### config.mk
export PLATFORM = sky130hd
export DESIGN_NAME = rr_request_tracker
export DESIGN_NICKNAME = d
export VERILOG_FILES = /design/src/rtl/rr_request_tracker.sv
export SDC_FILE = /design/constraint.sdc
export NUM_CORES = 1
export LEC_CHECK = 0
export CAP_MARGIN = 20
export CORE_ASPECT_RATIO = 0.5
export CORE_MARGIN = 2
export CORE_UTILIZATION = 40
export DETAILED_ROUTE_END_ITERATION = 16
export GPL_TIMING_DRIVEN = 0
export HOLD_SLACK_MARGIN = 0.03
export PLACE_DENSITY = 0.66
export SLEW_MARGIN = 20
export SYNTH_ARGS = -nofsm -noshare
export SYNTH_HDL_FRONTEND = slang
export SYNTH_SLANG_ARGS = --single-unit
### constraint.sdc
create_clock -name clk -period 1.7 [get_ports clk]
set_input_delay 0.34 -clock clk [delete_from_list [all_inputs] [get_ports clk]]
set_output_delay 0.34 -clock clk [all_outputs]
set_load 0.03 [all_outputs]
### src/rtl/rr_request_tracker.sv
`default_nettype none
// ============================================================================
//  Module      : rr_request_tracker
//  Description : Per-client job front-end for a 4-way round-robin arbiter.
//                Turns one-cycle job strobes into level requests held for a
//                programmed number of granted cycles, and flags bad grants.
//  Revision    : 1.0 - initial release
// ============================================================================
module rr_request_tracker #(
    parameter int N     = 4,
    parameter int LEN_W = 4
) (
    input  logic                 clk,
    input  logic                 rst,
    input  logic [N-1:0]         client_pulse_i,
    input  logic [N*LEN_W-1:0]   client_len_i,
    input  logic [N-1:0]         grant_i,
    output logic [N-1:0]         req_o,
    output logic [N-1:0]         done_o,
    output logic [N-1:0]         ovf_o,
    output logic                 grant_err_o
);

    localparam logic [LEN_W-1:0] C_LEN_ZERO = '0;
    localparam logic [LEN_W-1:0] C_LEN_ONE  = {{(LEN_W-1){1'b0}}, 1'b1};
    localparam logic [N-1:0]     C_VEC_ONE  = {{(N-1){1'b0}}, 1'b1};

    logic [LEN_W-1:0] r_rem_q [N];
    logic [LEN_W-1:0] r_rem_d [N];
    logic [N-1:0]     r_req_q,  r_req_d;
    logic [N-1:0]     r_done_q, r_done_d;
    logic [N-1:0]     r_ovf_q,  r_ovf_d;
    logic             r_gerr_q, r_gerr_d;

    logic [LEN_W-1:0] w_len [N];
    logic [N-1:0]     w_grant_m1;
    logic             w_grant_multi;
    logic             w_grant_onehot;
    logic             w_grant_idle;
    logic [N-1:0]     w_serve;
    logic [N-1:0]     w_last;
    logic [N-1:0]     w_accept;

    // Clearing the lowest set bit leaves something only when two or more bits are set.
    assign w_grant_m1     = grant_i - C_VEC_ONE;
    assign w_grant_multi  = |(grant_i & w_grant_m1);
    assign w_grant_onehot = (|grant_i) & ~w_grant_multi;
    assign w_grant_idle   = |(grant_i & ~r_req_q);

    generate
        for (genvar gi = 0; gi < N; gi++) begin : g_client
            assign w_len[gi]    = client_len_i[gi*LEN_W +: LEN_W];
            assign w_serve[gi]  = r_req_q[gi] & grant_i[gi] & w_grant_onehot;
            assign w_last[gi]   = w_serve[gi] & (r_rem_q[gi] == C_LEN_ONE);
            // The final service cycle frees the slot, so a strobe there is taken.
            assign w_accept[gi] = client_pulse_i[gi] & (~r_req_q[gi] | w_last[gi]);
        end
    endgenerate

    always_comb begin
        r_rem_d  = r_rem_q;
        r_req_d  = r_req_q;
        r_done_d = w_last;
        r_ovf_d  = r_ovf_q | (client_pulse_i & r_req_q & ~w_last);
        r_gerr_d = w_grant_multi | w_grant_idle;
        for (int i = 0; i < N; i++) begin
            if (w_accept[i]) begin
                r_rem_d[i] = (w_len[i] == C_LEN_ZERO) ? C_LEN_ONE : w_len[i];
                r_req_d[i] = 1'b1;
            end else if (w_serve[i]) begin
                if (r_rem_q[i] != C_LEN_ZERO) begin
                    r_rem_d[i] = r_rem_q[i] - C_LEN_ONE;
                end
                if (w_last[i]) begin
                    r_req_d[i] = 1'b0;
                end
            end
        end
    end

    always_ff @(posedge clk) begin
        if (rst) begin
            for (int i = 0; i < N; i++) begin
                r_rem_q[i] <= C_LEN_ZERO;
            end
            r_req_q  <= '0;
            r_done_q <= '0;
            r_ovf_q  <= '0;
            r_gerr_q <= 1'b0;
        end else begin
            for (int i = 0; i < N; i++) begin
                r_rem_q[i] <= r_rem_d[i];
            end
            r_req_q  <= r_req_d;
            r_done_q <= r_done_d;
            r_ovf_q  <= r_ovf_d;
            r_gerr_q <= r_gerr_d;
        end
    end

    assign req_o       = r_req_q;
    assign done_o      = r_done_q;
    assign ovf_o       = r_ovf_q;
    assign grant_err_o = r_gerr_q;

endmodule
`default_nettype wire

Word-level counts from Yosys, hierarchy flattened
Index checks and enable logic that the tools add are counted.
Widths: inputs -> output; s select.
{ "classes": {"n_eq_ne": 4, "mux": 28, "bitwise_logic": 34, "n_reduce_logical": 31, "shifts": 0, "n_addsub": 5, "div": 0, "n_lt_le_gt_ge": 0, "n_mul": 0} }
{ "op_table": {"columns": ["op", "count"], "rows": [
  ["$mux 4", 16],
  ["$reduce_bool 2->1", 12],
  ["$sub 4x1->4 const B", 5],
  ["$and 1x1->1", 17],
  ["$and 4x4->4", 4],
  ["$eq 4x1->1 const B", 4],
  ["$logic_not 4->1", 4],
  ["$reduce_and 2->1", 8],
  ["$reduce_bool 4->1", 4],
  ["$mux 1", 12],
  ["$reduce_or 4->1", 3],
  ["$not 4->4", 2],
  ["$not 1->1", 5],
  ["$or 1x1->1", 5],
  ["$or 4x4->4", 1]
]} }
{ "totals": {"elab_cells": 113, "ff_bits": 29, "in_bits": 26, "ramBits": 0, "rom_bits": 0, "out_inout_bits": 13, "latchBits": 0, "mem_count": 0} }

Depth between registers and ports, before layout
Gate-level depths: netlist of the first run.
{ "logic_depth": {"ltp_word": 11, "ltp_mapped": 6, "depth_no_buf": 6} }

Worst setup path before layout of the first run
OpenSTA, ideal clock, no wires.
{ "synth_timing": {"path_type": "register to register", "from": "register r_req_q[0] (netlist: req_o[0])", "to": "register r_rem_q[14] (netlist name)", "t_arrival_ns": 1.480, "slack_ns": 0.129, "path_buffers": 1, "synth_period_minus_slack_ns": 1.571, "stages_incl_launch_ff": 6, "required_ns": 1.609, "cell_sequence": "dfxtp_1 > and2_2 > clkbuf_1 > nand3_1 > a211o_1 > a311oi_1"} }
{ "synth_between": {"elab_chain_cells": 7, "elab_cells_between_ends": 10, "cone_classes": "mux: 1; bitwise: 6; reduce/logical: 3"} }
{ "synth_rtl": {"columns": ["item", "line_no", "source"], "rows": [
  ["from (decl)", "30", "logic [N-1:0] r_req_q, r_req_d;"],
  ["from (signal assigned)", "94", "r_req_q <= r_req_d;"],
  ["$and 1x1->1 (2 in a row)", "53", "assign w_serve[gi] = r_req_q[gi] & grant_i[gi] & w_grant_onehot;"],
  ["$and 1x1->1", "54", "assign w_last[gi] = w_serve[gi] & (r_rem_q[gi] == C_LEN_ONE);"],
  ["$or 1x1->1", "56", "assign w_accept[gi] = client_pulse_i[gi] & (~r_req_q[gi] | w_last[gi]);"],
  ["$and 1x1->1", "56", null],
  ["$reduce_bool 2->1 (no source line)", null, null],
  ["$reduce_and 2->1 (no source line)", null, null],
  ["to (signal, indexed assignment)", "92", "r_rem_q[i] <= r_rem_d[i];"],
  ["to (decl)", "28", "logic [LEN_W-1:0] r_rem_q [N];"]
]} }
Parallel ways exist; a longest one is shown, timed or not.
A chain may end at the register's enable or synchronous reset.

Final worst setup path of the first run
{ "layout_timing": {"from": "input port grant_i[0]", "to": "register r_rem_q[9] (netlist name)"} }
{ "layout_between": {"elab_chain_cells": 11, "elab_cells_between_ends": 14, "cone_classes": "add/sub: 1; mux: 1; bitwise: 7; reduce/logical: 5"} }
{ "layout_rtl": {"columns": ["item", "line_no", "source"], "rows": [
  ["from (decl)", "17", "input logic [N-1:0] grant_i,"],
  ["$sub 4x1->4", "45", "assign w_grant_m1 = grant_i - C_VEC_ONE;"],
  ["$and 4x4->4", "46", "assign w_grant_multi = |(grant_i & w_grant_m1);"],
  ["$reduce_or 4->1", "46", null],
  ["$not 1->1", "47", "assign w_grant_onehot = (|grant_i) & ~w_grant_multi;"],
  ["$and 1x1->1 *", "47", null],
  ["$and 1x1->1 *", "53", null],
  ["$and 1x1->1", "54", null],
  ["$or 1x1->1", "56", null],
  ["$and 1x1->1", "56", null],
  ["$reduce_bool 2->1 (no source line)", null, null],
  ["$reduce_and 2->1 (no source line)", null, null]
]} }
Mark *: on every way between the ends. The rest lies on a longest branch, timed or not.

==> reports/results.ini, run 1 <==
[cells_and_area]
final_cell_mix=clkdlybuf4s50_1, dfxtp_1, inv_1
diodes=0
drive_gt1_share_pct=8.87
design_area_um2=2290
final_common_cell=clkdlybuf4s50_1
nets=286
syn_to_final_growth_pct=32.0

[job]
drv_cap=0

[power_and_ir_drop]
p_leak_nw=0.900
power.internal_mw=1.23
peakVddDrop_uv=393
power.total_mw=1.76
clkPwrFrac_pct=33.0
p_seq_share_pct=43.5
pwr-share-comb_pct=23.5
switchingPower_mw=0.528
powerDensity_nw_per_um2=770
power.switching_fraction_pct=30.0

[routing]
avgRoutedWirePerCell_um=14.0
firstDrtPassIters=4
first_iter_violations=82
postRouteAntennaNets=0
drt_wl_total_um=4240
dr_total_vias=1658
drc=0
avgViaCountPerCell=5.49

[worst_setup_path]
r2r-start=r_rem_q[4]$_SDFFE_PP0P_
cp-start-kind=primary input
crit_path_end_kind=flip-flop
r2r_cells=6
cp.required_ps=1910
critPathKind=primary input to flip-flop
cp_data_arrival_time_ps=1880
worstPathMaxFanout=7
r2r_end=r_rem_q[5]$_SDFFE_PP0P_
rrSetupSlack_ps=120

[timing]
fmax_ghz=0.597
fin_crit_ps=1680
fin_worst_skew_ps=5.84
setup_slack_ps=24.7
max_slew_margin_pct=62.0
hold_violations=0
rsz0062_at_grt=yes
setup_violations=0
fin_crit_sh_pct=98.5
tightest_slew_ps=570
slew_violations=0

[global_routing]
grt_pass1_wl_um=7000
grt_antenna_before_repair=0
grt_overflow_total=0
grtUsageTotal_pct=18.1
grt_pass1_vias=1503
grt_max_degree=11

[clocking]
cts_buffers=5
ctsHoldBuffers=0
clock_path_buffers=2
clock-sinks=29
path_clk_slew_ps=60
htree_num_levels=2
clock-root-buffer=clkbuf_8
cts_tree=built
worstSkewPairLatency_ps=280

[placement]
finalWeightedCongestion=0.875
io_buffers=36
place_hpwl_um=3270
placed_cell_area_um2=2160
dp_slack_ps=-503

[floorplan]
die_area_um2=4900
rows=16
start_util_pct=43.0
core_area_um2=4020
num_io_pins=39
die_w_um=97.1
dieHeight_um=50.5

[min_path]
hp-start=ovf_o[0]$_SDFF_PP0_
hold_path.class=flip-flop to flip-flop
min_to=ovf_o[0]$_SDFF_PP0_
min_delay_path_depth=2

[yosys]
yosysUniqueCellTypes=40
synth_area_um2=1730
synth.top_cell.area_share_pct=33.5
ys_ff_latch=29
synth_nets=244
synthCells=206
yosysWarningCount=0
ys.flop_type=dfxtp_1
synthTopCellsByArea=dfxtp_1, ha_1, a21oi_1
synth_area_per_cell_um2=8.41
synth-seq-area-share_pct=33.5
synth_edf_count=0
synth.largest_area_cell=dfxtp_1
synthArstFlopShare_pct=0

[status]
status=completed

## kinds of logic after synthesis
logic type               synth area share (%)
XOR/XNOR                                 2.02
AO/OA/AOI/OAI                            20.8
AND/OR/NAND/NOR                          24.6
flip-flops                               33.5
adder cells (fa/ha/maj)                  8.67
buffers and inverters                    6.86
multiplexers                             3.47
## power groups by stage
stage               Clock (mW)  Sequential [mW]  Combinational [mW]
global route             0.632            0.771               0.457
detailed placement           0            0.779               0.403
floorplan                    0            0.800               0.222
global placement             0            0.776               0.393
CTS                      0.588            0.763               0.406
finish                   0.581            0.765               0.413
## Yosys cell counts, types with 4 or more instances
cell type	n
xnor2_1	4
a211oi_1	4
mux2i_1	6
nand3_1	10
nor3_1	9
nor4_1	4
o31ai_1	7
nor2_1	22
nor3b_1	4
ha_1	12
inv_1	23
nand4_1	4
nand3b_1	7
a21oi_1	19
nand2_1	4
dfxtp_1	29
## worst max-delay path, stage by stage
cell	delay (ps)
dlygate4sd2_1	380
and3b_1	240
buf_6	130
a41o_1	280
a221o_1	360
a21oi_1	150
## how the worst max path moves through the flow
stage | start | end | cells after the start
after floorplan | req_o[0]$_SDFFE_PP0P_ | r_rem_q[14]$_SDFFE_PP0P_ | 5
after global placement | grant_i[0] | r_rem_q[12]$_SDFFE_PP0P_ | 6
after detailed placement | grant_i[3] | r_rem_q[11]$_SDFFE_PP0P_ | 5
after CTS | req_o[2]$_SDFFE_PP0P_ | req_o[2] | 1
after global routing | grant_i[0] | r_rem_q[9]$_SDFFE_PP0P_ | 6
final | grant_i[0] | r_rem_q[9]$_SDFFE_PP0P_ | 6
## state kept, by name (all words and copies together), names as in the netlist
| name | count |
|---|---|
| done_o | 4 |
| req_o | 4 |
| grant_err_o | 1 |
| ovf_o | 4 |
| r_rem_q | 16 |
## metrics by stage
stage                     std cells  TNS [ps]  hold WS [ps]  utilization (%)
final                           302         0           477             56.8
after CTS                       303         0           484             56.1
after global routing            302     -55.8           522             56.8
after detailed placement        296     -8940           465             53.7
after global placement          296     -8180           456             53.7
after floorplan                 206         0           412                -
## final cells by class
class	count	area, µm²
inverter	23	86.3
multi-input combinational	148	1080
fill	374	1740
sequential	29	581
buffer	5	28.8
timing repair buffer	36	360
clock buffer	7	86.3
tap	54	67.6
## routing by layer
metal	vias up	GRT usage (%)	wire, µm
li1	838	-	-
met1	768	24.3	2040
met2	46	28.6	1890
met3	6	4.87	255
met4	0	5.63	47
met5	-	0	0
## timing repair
item / CTS / global route
setup buffers: 0 / 0
pin swaps: 0 / 0
endpoints found under the setup margin: 19 / 7
gates resized for setup: 6 / 7
Power figures use the tool's default switching activity.
==> run 2: changes to the inputs <==
--- a/config.mk
+++ b/config.mk
@@ -17,3 +17,4 @@
 export SYNTH_ARGS = -nofsm -noshare
 export SYNTH_HDL_FRONTEND = slang
 export SYNTH_SLANG_ARGS = --single-unit
+export TNS_END_PERCENT = 50
==> reports/results.ini, run 2 (synthesized netlist as in run 1, its figures left out) <==
[status]
status=completed

[timing]
setup_violations=0  ; unchanged
slew_violations=0  ; unchanged
fmax_ghz=0.597  ; about the same
fin_crit_ps=1680  ; +0.0186 ps
hold-worst-slack_ps=477  ; -0.0530 ps
max_slew_margin_pct=61.4  ; -0.58 points
rsz0062_at_grt=yes
hold_violations=0  ; unchanged
tightest_slew_ps=579  ; +8.77 ps
fin_worst_skew_ps=6.06  ; +0.214 ps
fin_crit_sh_pct=98.5  ; about the same

[clocking]
postCtsSetupBuffers=0  ; unchanged
cts_tree=built
path_clk_slew_ps=60  ; about the same
clock-root-buffer=clkbuf_8
ctsHoldBuffers=0  ; unchanged
worstSkewPairLatency_ps=280  ; about the same
clock_path_buffers=2  ; unchanged
htree_num_levels=2  ; unchanged
cts_buffers=5  ; unchanged
clock-sinks=29  ; unchanged

[power_and_ir_drop]
p_leak_nw=0.900  ; about the same
powerDensity_nw_per_um2=771  ; +0.18%
peakVddDrop_uv=393  ; about the same

[floorplan]
core_area_um2=4020  ; unchanged
die_area_um2=4900  ; unchanged
num_io_pins=39  ; unchanged
die_w_um=97.1  ; unchanged
rows=16  ; unchanged
start_util_pct=43.0  ; unchanged
dieHeight_um=50.5  ; unchanged

[cells_and_area]
drive_gt1_share_pct=8.47  ; -0.40 points
fill_cells=375  ; +0.27%
top_register=r_rem_q
final_common_cell=clkdlybuf4s50_1
diodes=0  ; unchanged
largest_register_ffs=16  ; unchanged
syn_to_final_growth_pct=31.6
nets=286  ; unchanged
fin_util_pct=56.7  ; -0.16 points
final_cell_mix=clkdlybuf4s50_1, dfxtp_1, inv_1
design_area_um2=2280  ; -0.27%

[worst_setup_path]
crit_path_end_kind=flip-flop
worstPathMaxFanout=7  ; unchanged
critPathKind=primary input to flip-flop
cp.required_ps=1910  ; about the same
cp-start-kind=primary input
cp_data_arrival_time_ps=1880  ; about the same

[job]
drv_cap=0  ; unchanged

[global_routing]
grt_overflow_total=0  ; unchanged
grtUsageTotal_pct=18.1  ; unchanged
grt_antenna_before_repair=0  ; unchanged
grt_max_degree=11  ; unchanged
grt_pass1_vias=1503  ; unchanged
grt_pass1_wl_um=7000  ; unchanged

[routing]
firstDrtPassIters=5  ; +1
avgViaCountPerCell=5.48  ; -0.12%
drc=0  ; unchanged
first_iter_violations=77  ; -6.1%
avgRoutedWirePerCell_um=14.1  ; +0.19%
drt_wl_total_um=4250  ; +0.19%
postRouteAntennaNets=0  ; unchanged
dr_total_vias=1656  ; -0.12%

[min_path]
hold_path.class=flip-flop to flip-flop

[placement]
place_hpwl_um=3270  ; unchanged
io_buffers=36  ; unchanged
placed_cell_area_um2=2160  ; unchanged
finalWeightedCongestion=0.875  ; unchanged

## run 2: cell counts in the layout (fill, tap and decap cells not counted)
Identical to the previous run, type by type.
## run 2: final cells by class
type	instances	area [µm²]	share of cell area, %
clock buffer	7	86.3	3.79
multi-input combinational	148	1070	46.9
tap	54	67.6	2.96
timing repair buffer	36	360	15.8
inverter	23	86.3	3.79
sequential	29	581	25.5
buffer	5	28.8	1.26
## run 2: report_power, final
group	leakage (nW)	switching (mW)	internal [mW]
logic	0.616	0.226	0.186
clock network	0.0443	0.260	0.321
registers	0.239	0.0407	0.725
total	0.900	0.527	1.23
## run 2: final timing paths
path | to | depth (start not counted) | from | slack [ps]
setup / recovery | r_rem_q[9]$_SDFFE_PP0P_ | 6 | grant_i[0] | 20
hold / removal | ovf_o[0]$_SDFF_PP0_ | 2 | ovf_o[0]$_SDFF_PP0_ | 480
setup reg to reg | r_rem_q[9]$_SDFFE_PP0P_ | 6 | r_rem_q[8]$_SDFFE_PP0P_ | 120
hold reg to reg | ovf_o[0]$_SDFF_PP0_ | 2 | ovf_o[0]$_SDFF_PP0_ | 480
## run 2: routing by layer
metal	vias up	share of wire (%)	GRT usage, %
met5	-	0	0
met4	0	1.1	5.63
met3	6	5.8	4.87
met2	45	44	28.6
met1	767	49	24.3
li1	838	-	-
## run 2: critical path: stages
cell and delay [ps]:
dlygate4sd2_1 380, and3b_1 240, buf_6 130, a41o_1 280, a221o_1 360, a21oi_1 150
## run 2: metrics by stage
stage / setup TNS (ps) / power, mW / setup WS (ps) / instances
2_1_floorplan: 0 / 1.02 / 129 / 206
5_1_grt: -61.2 / 1.86 / -31.3 / 302
3_3_place_gp: -8180 / 1.17 / -466 / 296
6_report: 0 / 1.76 / 24.7 / 302
4_1_cts: 0 / 1.76 / 27.1 / 303
3_5_place_dp: -8940 / 1.18 / -503 / 296
## run 2: timing repair
action	CTS	global route
resized for setup	6	6
hold endpoints to repair	0	0
gates cloned	0	0
endpoints found under the setup margin	19	7
==> run 3: changes to the inputs <==
--- a/config.mk
+++ b/config.mk
@@ -5,6 +5,7 @@
 export SDC_FILE = /design/constraint.sdc
 export NUM_CORES = 1
 export LEC_CHECK = 0
+export ABC_AREA = 1
 export CAP_MARGIN = 20
 export CORE_ASPECT_RATIO = 0.5
 export CORE_MARGIN = 2
@@ -12,7 +13,7 @@
 export DETAILED_ROUTE_END_ITERATION = 16
 export GPL_TIMING_DRIVEN = 0
 export HOLD_SLACK_MARGIN = 0.03
-export PLACE_DENSITY = 0.66
+export PLACE_DENSITY = 0.65
 export SLEW_MARGIN = 20
 export SYNTH_ARGS = -nofsm -noshare
 export SYNTH_HDL_FRONTEND = slang
==> reports/results.ini, run 3 <==
[timing]
fin_worst_skew_ps=1.21  ; -4.85 ps
setup_violations=0  ; unchanged
rsz0062_at_grt=no
fmax_ghz=0.611  ; +2.4%
max_slew_margin_pct=59.9  ; -1.5 points
hold_violations=0  ; unchanged
tightest_slew_ps=601  ; +22.1 ps
fin_crit_sh_pct=96.2  ; -2.3 points
fin_crit_ps=1640  ; -39.7 ps
slew_violations=0  ; unchanged

[cells_and_area]
syn_to_final_growth_pct=32.2
top_register=r_rem_q
largest_register_ffs=16  ; unchanged
fill_cells=431  ; +15%
final_cell_mix=nand2_1, inv_1, dfxtp_1, clkdlybuf4s50_1, nor2_1
final_cells=355  ; +18%
diodes=0  ; unchanged
final_common_cell=nand2_1
drive_gt1_share_pct=13.4  ; +5.0 points
nets=336  ; +17%

[clocking]
cts_buffers=5  ; unchanged
clock-sinks=29  ; unchanged
clock_path_buffers=2  ; unchanged
ctsHoldBuffers=0  ; unchanged
path_clk_slew_ps=60  ; about the same
htree_num_levels=2  ; unchanged
worstSkewPairLatency_ps=280  ; about the same
cts_tree=built
clock-root-buffer=clkbuf_8

[global_routing]
grt_max_degree=11  ; unchanged
grt_pass1_vias=1495  ; -0.53%
grtUsageTotal_pct=16.2  ; -1.9 points
grt_overflow_total=0  ; unchanged
grt_pass1_wl_um=6490  ; -7.4%
grt_antenna_before_repair=0  ; unchanged

[min_path]
hold_path.class=primary input to flip-flop

[yosys]
ys.flop_type=dfxtp_1
synth-seq-area-share_pct=31.5  ; -2.0 points
yosysMostFrequentCell=nand2_1
synth_area_um2=1840  ; +6.3%
synthCells=249  ; +21%
ys_ff_latch=29  ; unchanged
synth.largest_area_cell=dfxtp_1
yosysUniqueCellTypes=26  ; -35%
synthArstFlopShare_pct=0  ; unchanged
yosysWarningCount=0  ; unchanged
synthTopCellsByCount=nand2_1, inv_1, dfxtp_1
synth_nets=287  ; +18%
synthTopCellsByArea=dfxtp_1, ha_1, nand2_1
synth_edf_count=0  ; unchanged
synth.top_cell.area_share_pct=31.5  ; -2.0 points
synth_area_per_cell_um2=7.39  ; -12%

[power_and_ir_drop]
peakVddDrop_uv=299  ; -24%
switchingPower_mw=0.529  ; +0.41%
power.switching_fraction_pct=29.8  ; -0.16 points
power.internal_mw=1.25  ; +1.2%
clkPwrFrac_pct=32.6  ; -0.4 points
powerDensity_nw_per_um2=730  ; -5.4%
p_leak_nw=1.19  ; +32%
power.total_mw=1.77  ; +0.96%
pwr-share-comb_pct=24.7  ; +1.3 points
p_seq_share_pct=42.7  ; -0.8 points

[placement]
post-place-cells=343  ; +16%
place_hpwl_um=2950  ; -9.8%
finalWeightedCongestion=0.819  ; -6.5%
io_buffers=37  ; +2.8%

[worst_setup_path]
slowest_stage=clkdlybuf4s50_1
cp-start-kind=flip-flop
cp_data_arrival_time_ps=1300  ; -580 ps
crit_buf_inv=1  ; -1
critPathKind=flip-flop to primary output
cp.required_ps=1360  ; -550 ps
crit_family=buffers and inverters
slowest_delay_ps=680  ; +300 ps
worstPathMaxFanout=2  ; -5
cp_cell_sequence=clkdlybuf4s50_1
crit_path_end_kind=primary output

[floorplan]
core_area_um2=4400  ; +9.4%
start_util_pct=41.8  ; -1.2 points
die_area_um2=5190  ; +5.9%
die_w_um=99.9  ; +3.0%
num_io_pins=39  ; unchanged
dieHeight_um=52.0  ; +2.9%
rows=17  ; +1

[routing]
avgRoutedWirePerCell_um=11.3  ; -19%
drt_wl_total_um=4020  ; -5.3%
dr_total_vias=1650  ; -0.36%
firstDrtPassIters=6  ; +1
postRouteAntennaNets=0  ; unchanged
first_iter_violations=36  ; -53%
drc=0  ; unchanged
avgViaCountPerCell=4.65  ; -15%

[status]
status=completed

[job]
drv_cap=0  ; unchanged

==> run 3: final timing paths <==
kind | cells after the start | to | slack, ps | start
worst min register to register | 2 | ovf_o[3]$_SDFF_PP0_ | 470 | ovf_o[3]$_SDFF_PP0_
worst min-delay path | 2 | r_rem_q[14]$_SDFFE_PP0P_ | 450 | rst
worst max register to register | 9 | r_rem_q[7]$_SDFFE_PP0P_ | 210 | r_rem_q[5]$_SDFFE_PP0P_
worst max-delay path | 1 | ovf_o[2] | 60 | ovf_o[2]$_SDFF_PP0_
==> run 3: metrics by stage <==
stage          instance area [µm²]  setup TNS [ps]  setup slack [ps]  utilization, %  hold WS (ps)
2_1_floorplan                 1840               0               294               -           461
3_3_place_gp                  2280           -3180              -257            51.8           456
3_5_place_dp                  2280           -3930              -307            51.8           464
4_1_cts                       2370           -19.1             -17.5            53.7           480
5_1_grt                       2430               0              42.3            55.2           492
6_report                      2430               0              64.3            55.2           449
==> run 3: final cells by class <==
cell class	count	area, µm²	area share [%]
multi-input cells	176	1110	45.6
flip-flops and latches	29	581	23.9
repair buffers	42	420	17.3
inverters	41	154	6.33
clock buffers	7	86.3	3.55
well taps	57	71.3	2.93
plain buffers	3	11.3	0.463
==> run 3: cell families after synthesis <==
logic type,share of synthesized area [%]
fa+ha+maj,8.16
simple gates,34.3
buf+inv,8.97
xor+xnor,5.71
flops,31.5
compound gates,11.4
==> run 3: timing repair <==
item	in CTS	in global routing
pin swaps	0	3
setup endpoints to repair	4	16
setup buffers	0	5
resized for setup	2	8
==> run 3: routing by layer <==
| metal | GRT usage (%) | routed length, µm | vias to the layer above |
|---|---|---|---|
| met3 | 4.17 | 194 | 7 |
| met4 | 5.48 | 46 | 0 |
| met1 | 20.2 | 1950 | 721 |
| met2 | 27.7 | 1830 | 31 |
| met5 | 0 | 0 | - |
| li1 | - | - | 891 |
==> run 3: power groups by stage <==
stage / registers, mW / clock network [mW] / logic [mW]
2_1_floorplan: 0.796 / 0 / 0.250
3_3_place_gp: 0.771 / 0 / 0.418
3_5_place_dp: 0.773 / 0 / 0.424
4_1_cts: 0.758 / 0.597 / 0.428
5_1_grt: 0.764 / 0.620 / 0.492
6_report: 0.758 / 0.579 / 0.438
